===== src/rtl/zmod_rx_align.sv =====
// Receive eye-training controller: sweeps a shared IDELAY tap, scores the nibble ramp, locks on the widest window centre.
// Define ZMOD_ALIGN_ERRCNT_EN to enable LOCKED-mode error counting and automatic retraining at ERR_THRESH.

module zmod_rx_align #(
   parameter int TAP_W      = 9,
   parameter int TAP_MAX    = 511,
   parameter int TAP_STEP   = 8,
   parameter int SETTLE_CYC = 16,
   parameter int CHECK_LEN  = 256,
   parameter int MIN_WIDTH  = 4,
   parameter int ERR_THRESH = 16
) (
   input  logic             clk,
   input  logic             rst,
   input  logic             start,
   input  logic [3:0]       rx_data,
   output logic [TAP_W-1:0] tap_value,
   output logic             tap_load,
   output logic             busy,
   output logic             locked,
   output logic             fail,
   output logic [TAP_W-1:0] eye_start,
   output logic [7:0]       eye_width,
   output logic [15:0]      err_count
);

`ifdef ZMOD_ALIGN_ERRCNT_EN
   localparam bit ERRCNT_EN = 1'b1;
`else
   localparam bit ERRCNT_EN = 1'b0;
`endif

   typedef enum logic [2:0] {
      IDLE, LOAD, SETTLE, CHECK, NEXT, CENTER, LOCKED, FAIL
   } state_t;

   state_t           state_q, state_d;
   logic [TAP_W-1:0] tap_q, tap_d;
   logic [TAP_W-1:0] tap_value_q, tap_value_d;
   logic             tap_load_q, tap_load_d;
   logic             busy_q, busy_d;
   logic             locked_q, locked_d;
   logic             fail_q, fail_d;
   logic [TAP_W-1:0] eye_start_q, eye_start_d;
   logic [7:0]       eye_width_q, eye_width_d;
   logic [15:0]      err_count_q, err_count_d;
   logic [15:0]      cnt_q, cnt_d;
   logic [3:0]       prev_q, prev_d;
   logic             pt_err_q, pt_err_d;
   logic [TAP_W-1:0] cur_start_q, cur_start_d;
   logic [7:0]       cur_len_q, cur_len_d;
   logic [TAP_W-1:0] best_start_q, best_start_d;
   logic [7:0]       best_len_q, best_len_d;

   logic             train_go, train_full;
   logic             mismatch;
   logic [3:0]       prev_inc;
   logic [TAP_W:0]   tap_next;
   logic [TAP_W+7:0] span;
   logic [TAP_W-1:0] centre_tap;

   assign prev_inc   = prev_q + 4'd1;
   assign mismatch   = (rx_data != prev_inc);
   assign tap_next   = {1'b0, tap_q} + (TAP_W+1)'(TAP_STEP);
   // Centre offset is half the window span; computed wide so the product cannot wrap before truncation.
   assign span       = ((TAP_W+8)'(best_len_q) - (TAP_W+8)'(1)) * (TAP_W+8)'(TAP_STEP);
   assign centre_tap = TAP_W'((TAP_W+8)'(best_start_q) + (span >> 1));

   always_comb begin
      state_d      = state_q;
      tap_d        = tap_q;
      tap_value_d  = tap_value_q;
      tap_load_d   = 1'b0;
      eye_start_d  = eye_start_q;
      eye_width_d  = eye_width_q;
      err_count_d  = err_count_q;
      cnt_d        = cnt_q;
      prev_d       = rx_data;
      pt_err_d     = pt_err_q;
      cur_start_d  = cur_start_q;
      cur_len_d    = cur_len_q;
      best_start_d = best_start_q;
      best_len_d   = best_len_q;
      train_go     = 1'b0;
      train_full   = 1'b0;

      case (state_q)
         IDLE: begin
            if (start) begin
               train_go   = 1'b1;
               train_full = 1'b1;
            end
         end
         LOAD: begin
            state_d  = SETTLE;
            cnt_d    = '0;
            pt_err_d = 1'b0;
         end
         SETTLE: begin
            if (cnt_q == 16'(SETTLE_CYC - 1)) begin
               state_d = CHECK;
               cnt_d   = '0;
            end else begin
               cnt_d = cnt_q + 16'd1;
            end
         end
         CHECK: begin
            // Count zero only seeds prev; the following CHECK_LEN cycles are scored.
            if (cnt_q != 16'd0 && mismatch) pt_err_d = 1'b1;
            if (cnt_q == 16'(CHECK_LEN)) begin
               state_d = NEXT;
            end else begin
               cnt_d = cnt_q + 16'd1;
            end
         end
         NEXT: begin
            if (!pt_err_q) begin
               if (cur_len_q == 8'd0) cur_start_d = tap_q;
               cur_len_d = cur_len_q + 8'd1;
            end else begin
               if (cur_len_q > best_len_q) begin
                  best_len_d   = cur_len_q;
                  best_start_d = cur_start_q;
               end
               cur_len_d = 8'd0;
            end
            if (tap_next <= (TAP_W+1)'(TAP_MAX)) begin
               tap_d       = tap_next[TAP_W-1:0];
               tap_value_d = tap_next[TAP_W-1:0];
               tap_load_d  = 1'b1;
               state_d     = LOAD;
            end else begin
               // Sweep exhausted: a window still open at the top tap competes too.
               if (cur_len_d > best_len_d) begin
                  best_len_d   = cur_len_d;
                  best_start_d = cur_start_d;
               end
               cur_len_d = 8'd0;
               state_d   = CENTER;
            end
         end
         CENTER: begin
            tap_load_d  = 1'b1;
            eye_width_d = best_len_q;
            if (best_len_q >= 8'(MIN_WIDTH)) begin
               tap_d       = centre_tap;
               tap_value_d = centre_tap;
               eye_start_d = best_start_q;
               state_d     = LOCKED;
            end else begin
               tap_d       = '0;
               tap_value_d = '0;
               state_d     = FAIL;
            end
         end
         LOCKED: begin
            if (start) begin
               train_go   = 1'b1;
               train_full = 1'b1;
            end else if (ERRCNT_EN) begin
               if (err_count_q >= 16'(ERR_THRESH)) begin
                  train_go = 1'b1;
               end else if (mismatch && err_count_q != 16'hFFFF) begin
                  err_count_d = err_count_q + 16'd1;
               end
            end
         end
         FAIL: begin
            if (start) begin
               train_go   = 1'b1;
               train_full = 1'b1;
            end
         end
         default: state_d = IDLE;
      endcase

      // Shared entry into a fresh sweep; an error-driven retrain keeps the last reported eye.
      if (train_go) begin
         state_d      = LOAD;
         tap_d        = '0;
         tap_value_d  = '0;
         tap_load_d   = 1'b1;
         cnt_d        = '0;
         pt_err_d     = 1'b0;
         cur_start_d  = '0;
         cur_len_d    = 8'd0;
         best_start_d = '0;
         best_len_d   = 8'd0;
         err_count_d  = 16'd0;
         if (train_full) begin
            eye_start_d = '0;
            eye_width_d = 8'd0;
         end
      end

      busy_d   = (state_d inside {LOAD, SETTLE, CHECK, NEXT, CENTER});
      locked_d = (state_d == LOCKED);
      fail_d   = (state_d == FAIL);
   end

   always_ff @(posedge clk) begin
      if (rst) begin
         state_q      <= IDLE;
         tap_q        <= '0;
         tap_value_q  <= '0;
         tap_load_q   <= 1'b0;
         busy_q       <= 1'b0;
         locked_q     <= 1'b0;
         fail_q       <= 1'b0;
         eye_start_q  <= '0;
         eye_width_q  <= 8'd0;
         err_count_q  <= 16'd0;
         cnt_q        <= '0;
         prev_q       <= 4'd0;
         pt_err_q     <= 1'b0;
         cur_start_q  <= '0;
         cur_len_q    <= 8'd0;
         best_start_q <= '0;
         best_len_q   <= 8'd0;
      end else begin
         state_q      <= state_d;
         tap_q        <= tap_d;
         tap_value_q  <= tap_value_d;
         tap_load_q   <= tap_load_d;
         busy_q       <= busy_d;
         locked_q     <= locked_d;
         fail_q       <= fail_d;
         eye_start_q  <= eye_start_d;
         eye_width_q  <= eye_width_d;
         err_count_q  <= err_count_d;
         cnt_q        <= cnt_d;
         prev_q       <= prev_d;
         pt_err_q     <= pt_err_d;
         cur_start_q  <= cur_start_d;
         cur_len_q    <= cur_len_d;
         best_start_q <= best_start_d;
         best_len_q   <= best_len_d;
      end
   end

   assign tap_value = tap_value_q;
   assign tap_load  = tap_load_q;
   assign busy      = busy_q;
   assign locked    = locked_q;
   assign fail      = fail_q;
   assign eye_start = eye_start_q;
   assign eye_width = eye_width_q;
   assign err_count = err_count_q;

endmodule


===== config.mk =====
export PLATFORM = sky130hd
export DESIGN_NAME = zmod_rx_align
export DESIGN_NICKNAME = d
export VERILOG_FILES = /design/src/rtl/zmod_rx_align.sv
export SDC_FILE = /design/constraint.sdc
export NUM_CORES = 1
export LEC_CHECK = 0
export CAP_MARGIN = 20
export CORE_ASPECT_RATIO = 1.4
export CORE_MARGIN = 1
export CORE_UTILIZATION = 57
export DETAILED_ROUTE_END_ITERATION = 10
export DONT_BUFFER_PORTS = 1
export GPL_TIMING_DRIVEN = 1
export PLACE_DENSITY = 0.72
export SLEW_MARGIN = 30
export SYNTH_ARGS = -nofsm -noshare
export SYNTH_HDL_FRONTEND = slang
export SYNTH_SLANG_ARGS = --single-unit

===== constraint.sdc =====
create_clock -name clk -period 4.9 [get_ports clk]
set_input_delay 0.49 -clock clk [delete_from_list [all_inputs] [get_ports clk]]
set_output_delay 0.49 -clock clk [all_outputs]
set_load 0.01 [all_outputs]

==> metrics.csv <==
metric;value;unit
Layout Nets;627;
share of cells above drive strength 1;5.57;%
Worst Setup EP;best_len_q[0];
post-route ant nets;0;
grt met3 use;5.61;%
switching share of total power;22.7;%
Setup-failing EPs final;0;
WL final;12600;um
Area Overhead vs Synth;4.41;%
Startpoint Class;flop;
Ant. Diodes;0;
Bufs and invs on worst path;1;
# fillers;727;
Die W;80.9;um
Final Hold Fails;0;
clock share of power;44.2;%
vias per cell;6.04;
TNS Setup;0;ns
Arr. time, crit path;4.62;ns
worst path required time;5.19;ns
Min-Delay Path Class;input pin to flop;
synthesized instance count;604;
Multi-input gate area;0.00289;mm^2
synthesized area per cell;8.23;um^2
row cnt;39;
routability cong.;0.989;
Int Pwr;0.00109;W
overall routing resource usage;29.8;%
Worst Path Max Fanout;14;
CP max stage delay;0.49;ns
post-CTS setup buffer count;0;
Reg power frac;51.7;%
Post-CTS Hold Buffers;0;
die area;0.00910;mm^2
CP Class;flop to flop;
core area;0.00830;mm^2
initial antenna violation count;0;
Final HPWL DP;9420;um
first-pass GRT wire length;20500;um
Sw Pwr;0.000320;W
CP top delay family;compound AO/OA/AOI/OAI gates;
Clock Latency Late Sink;0.34;ns
vias in the first global route;4121;
pin count of the biggest net entering global routing;37;
number of synthesized register bits;88;
reg2reg setup slack;0.56;ns
post-CTS sizing;0;
Netlist Area Pre-Place;0.00497;mm^2
number of buffers added on ports;0;
crit-path cells;inv_1 > ha_1 > a211oi_2 > o21ai_1 > a2111oi_4 > or2_1 > nor2_1 > a21oi_1 > ha_1 > o211ai_1 > and4_1 > o22ai_1 > a21oi_2 > a221o_1;
synthesis warning total;0;
Starting Density;59.9;%
R2R depth;14;
met2 usage;50.0;%
critical register-to-register path startpoint;best_len_q[5];
post-synthesis sequential area ratio;35.4;%
DR DRC count;0;
Clock transition at path regs;0.06;ns
via count;4194;
cts bufs inserted;9;
part of the power in combinational logic;4.1;%
Final Critical Period;4.34;ns
fraction of registers with async set/reset;0;%
hold_ws;0.213;ns
met1 Use GR;32.9;%
Slew @ Worst Pin;0.861;ns
Max Buffers Root-to-Sink;2;
relative slew slack;42.6;%
grt peak-use layer;met2;
dpl cells;680;
non-filler cells, final;694;
CP endpoint kind;flop;
period utilization;88.5;%
VDD IR max;0.224;mV
total global routing overflow;0;
Slowest-stage cell, CP;or2_1;
RSZ-0062 raised after global routing;no;
RR Endpoint;best_len_q[0];
Main synth FF type;dfxtp_1;
clk sinks;88;
Slew Limit Fails;0;
CP most frequent cell;ha_1;
Max Cap Viol;0;
Post-synth EDFFs;0;
Pwr Density;271;mW/mm^2
First-pass DRT Iterations;5;
Pleak;1.83;nW
CP Launch Point;best_len_q[5];
clock root cell;clkbuf_16;
drt initial violations;184;
Fmax;231;MHz
outcome;finished clean;
Setup Skew;0.00459;ns
synth unique cells;66;
flip-flop and latch area;0.00176;mm^2
Avg WL per Cell;18.1;um
post-layout util;62.5;%
CP Depth;14;
H-tree levels;3;
Ports;53;
Die Y;112;um
CTS tree;done;
## cell type report
| type | instances | share of cell area (%) |
|---|---|---|
| Sequential cell | 88 | 34.0 |
| Tap cell | 102 | 2.46 |
| Inverter | 33 | 2.39 |
| Multi-Input combinational cell | 454 | 55.7 |
| Clock inverter | 3 | 0.386 |
| Timing Repair Buffer | 3 | 0.434 |
| Clock buffer | 11 | 4.68 |
## metal layers
layer	share of wire [%]	up-vias
li1	-	2064
met1	39	1952
met2	50	130
met3	4.4	48
met4	6.2	0
met5	0	-
## flip-flops by register name (all words and copies together) (netlist names)
register	flops
cnt_q	16
best_start_q	9
cur_start_q	9
eye_start	9
tap_value	9
best_len_q	8
cur_len_q	8
eye_width	8
prev_q	4
state_q	3
busy	1
fail	1
locked	1
pt_err_q	1
tap_load	1
## logic make-up (layout without fill, tap and decap cells)
logic type | after synthesis | count (layout) | synth area share, %
xor gates and xnor gates | 33 | 33 | 5.82
other | 1 | 16 | 0.0755
buffers and inverters | 77 | 50 | 7.65
adders and majority gates | 31 | 31 | 7.96
AOI/OAI and AO/OA | 132 | 132 | 18.4
muxes | 10 | 10 | 2.01
DFF | 88 | 88 | 35.4
and+or+nand+nor | 232 | 232 | 22.7
## cell usage in the layout, fill, tap and decap left out, drive strengths merged, types with 2 or more instances in the layout
cell type	count
and2	4
nand2	67
nor4	9
a22oi	7
nor2b	13
dfxtp	88
or4	2
a21o	2
a31oi	4
buf	3
clkinvlp	2
a221o	11
a21oi	54
clkbuf	11
nand3	12
o31ai	9
nand4	10
nor3b	2
conb	16
a41oi	2
xnor2	26
and4	4
mux2i	10
o21ai	19
nor2	69
ha	30
or3	10
a221oi	5
a211oi	2
nand2b	4
xor2	7
o211ai	5
a31o	2
inv	33
nor3	21
## power by group through the flow
stage                     registers [W]  clock network [W]   logic, W
final                          0.000728           0.000622  0.0000583
after global routing           0.000728           0.000658  0.0000649
after CTS                      0.000728           0.000632  0.0000576
after detailed placement       0.000743                  0  0.0000573
after global placement         0.000743                  0  0.0000560
after floorplan                0.000740                  0  0.0000617
## cell usage after synthesis (all sizes together), types with 4 or more instances
cell type,n,share of area (%)
a21oi,54,5.5
a221o,11,2.2
a221oi,5,0.88
a22oi,7,1.1
a31oi,4,0.50
and2,4,0.50
and4,4,0.70
buf,29,4.0
clkbuf,15,1.2
dfxtp,88,35
ha,30,7.6
inv,33,2.5
mux2i,10,2.0
nand2,67,5.2
nand2b,4,0.50
nand3,12,1.2
nand4,10,1.3
nor2,69,5.3
nor2b,13,1.8
nor3,21,2.2
nor4,9,1.1
o211ai,5,0.76
o21ai,19,2.0
o31ai,9,1.9
or3,10,1.4
xnor2,26,4.6
xor2,7,1.2
## per-stage QoR
| stage | setup slack, ns | instance area, um^2 | power [W] |
|---|---|---|---|
| 6_report | 0.565 | 5190 | 0.00141 |
| 5_1_grt | 0.219 | 5190 | 0.00145 |
| 4_1_cts | 0.617 | 5180 | 0.00142 |
| 3_5_place_dp | 0.669 | 4920 | 0.000801 |
| 3_3_place_gp | 0.778 | 4920 | 0.000799 |
| 2_1_floorplan | 1.32 | 5030 | 0.000801 |
## worst min-delay path by stage
| stage | from | endpoint | slack (ns) | cells after the start |
|---|---|---|---|---|
| after global placement | cur_start_q[5] | best_start_q[5] | 0.46 | 1 |
| after detailed placement | cur_start_q[5] | best_start_q[5] | 0.47 | 1 |
| final | rst | prev_q[1] | 0.21 | 1 |
| after CTS | rst | prev_q[1] | 0.21 | 1 |
| after global routing | rst | prev_q[1] | 0.20 | 1 |
| after floorplan | best_start_q[2] | eye_start[2] | 0.45 | 2 |
Power figures use the tool's default switching activity.
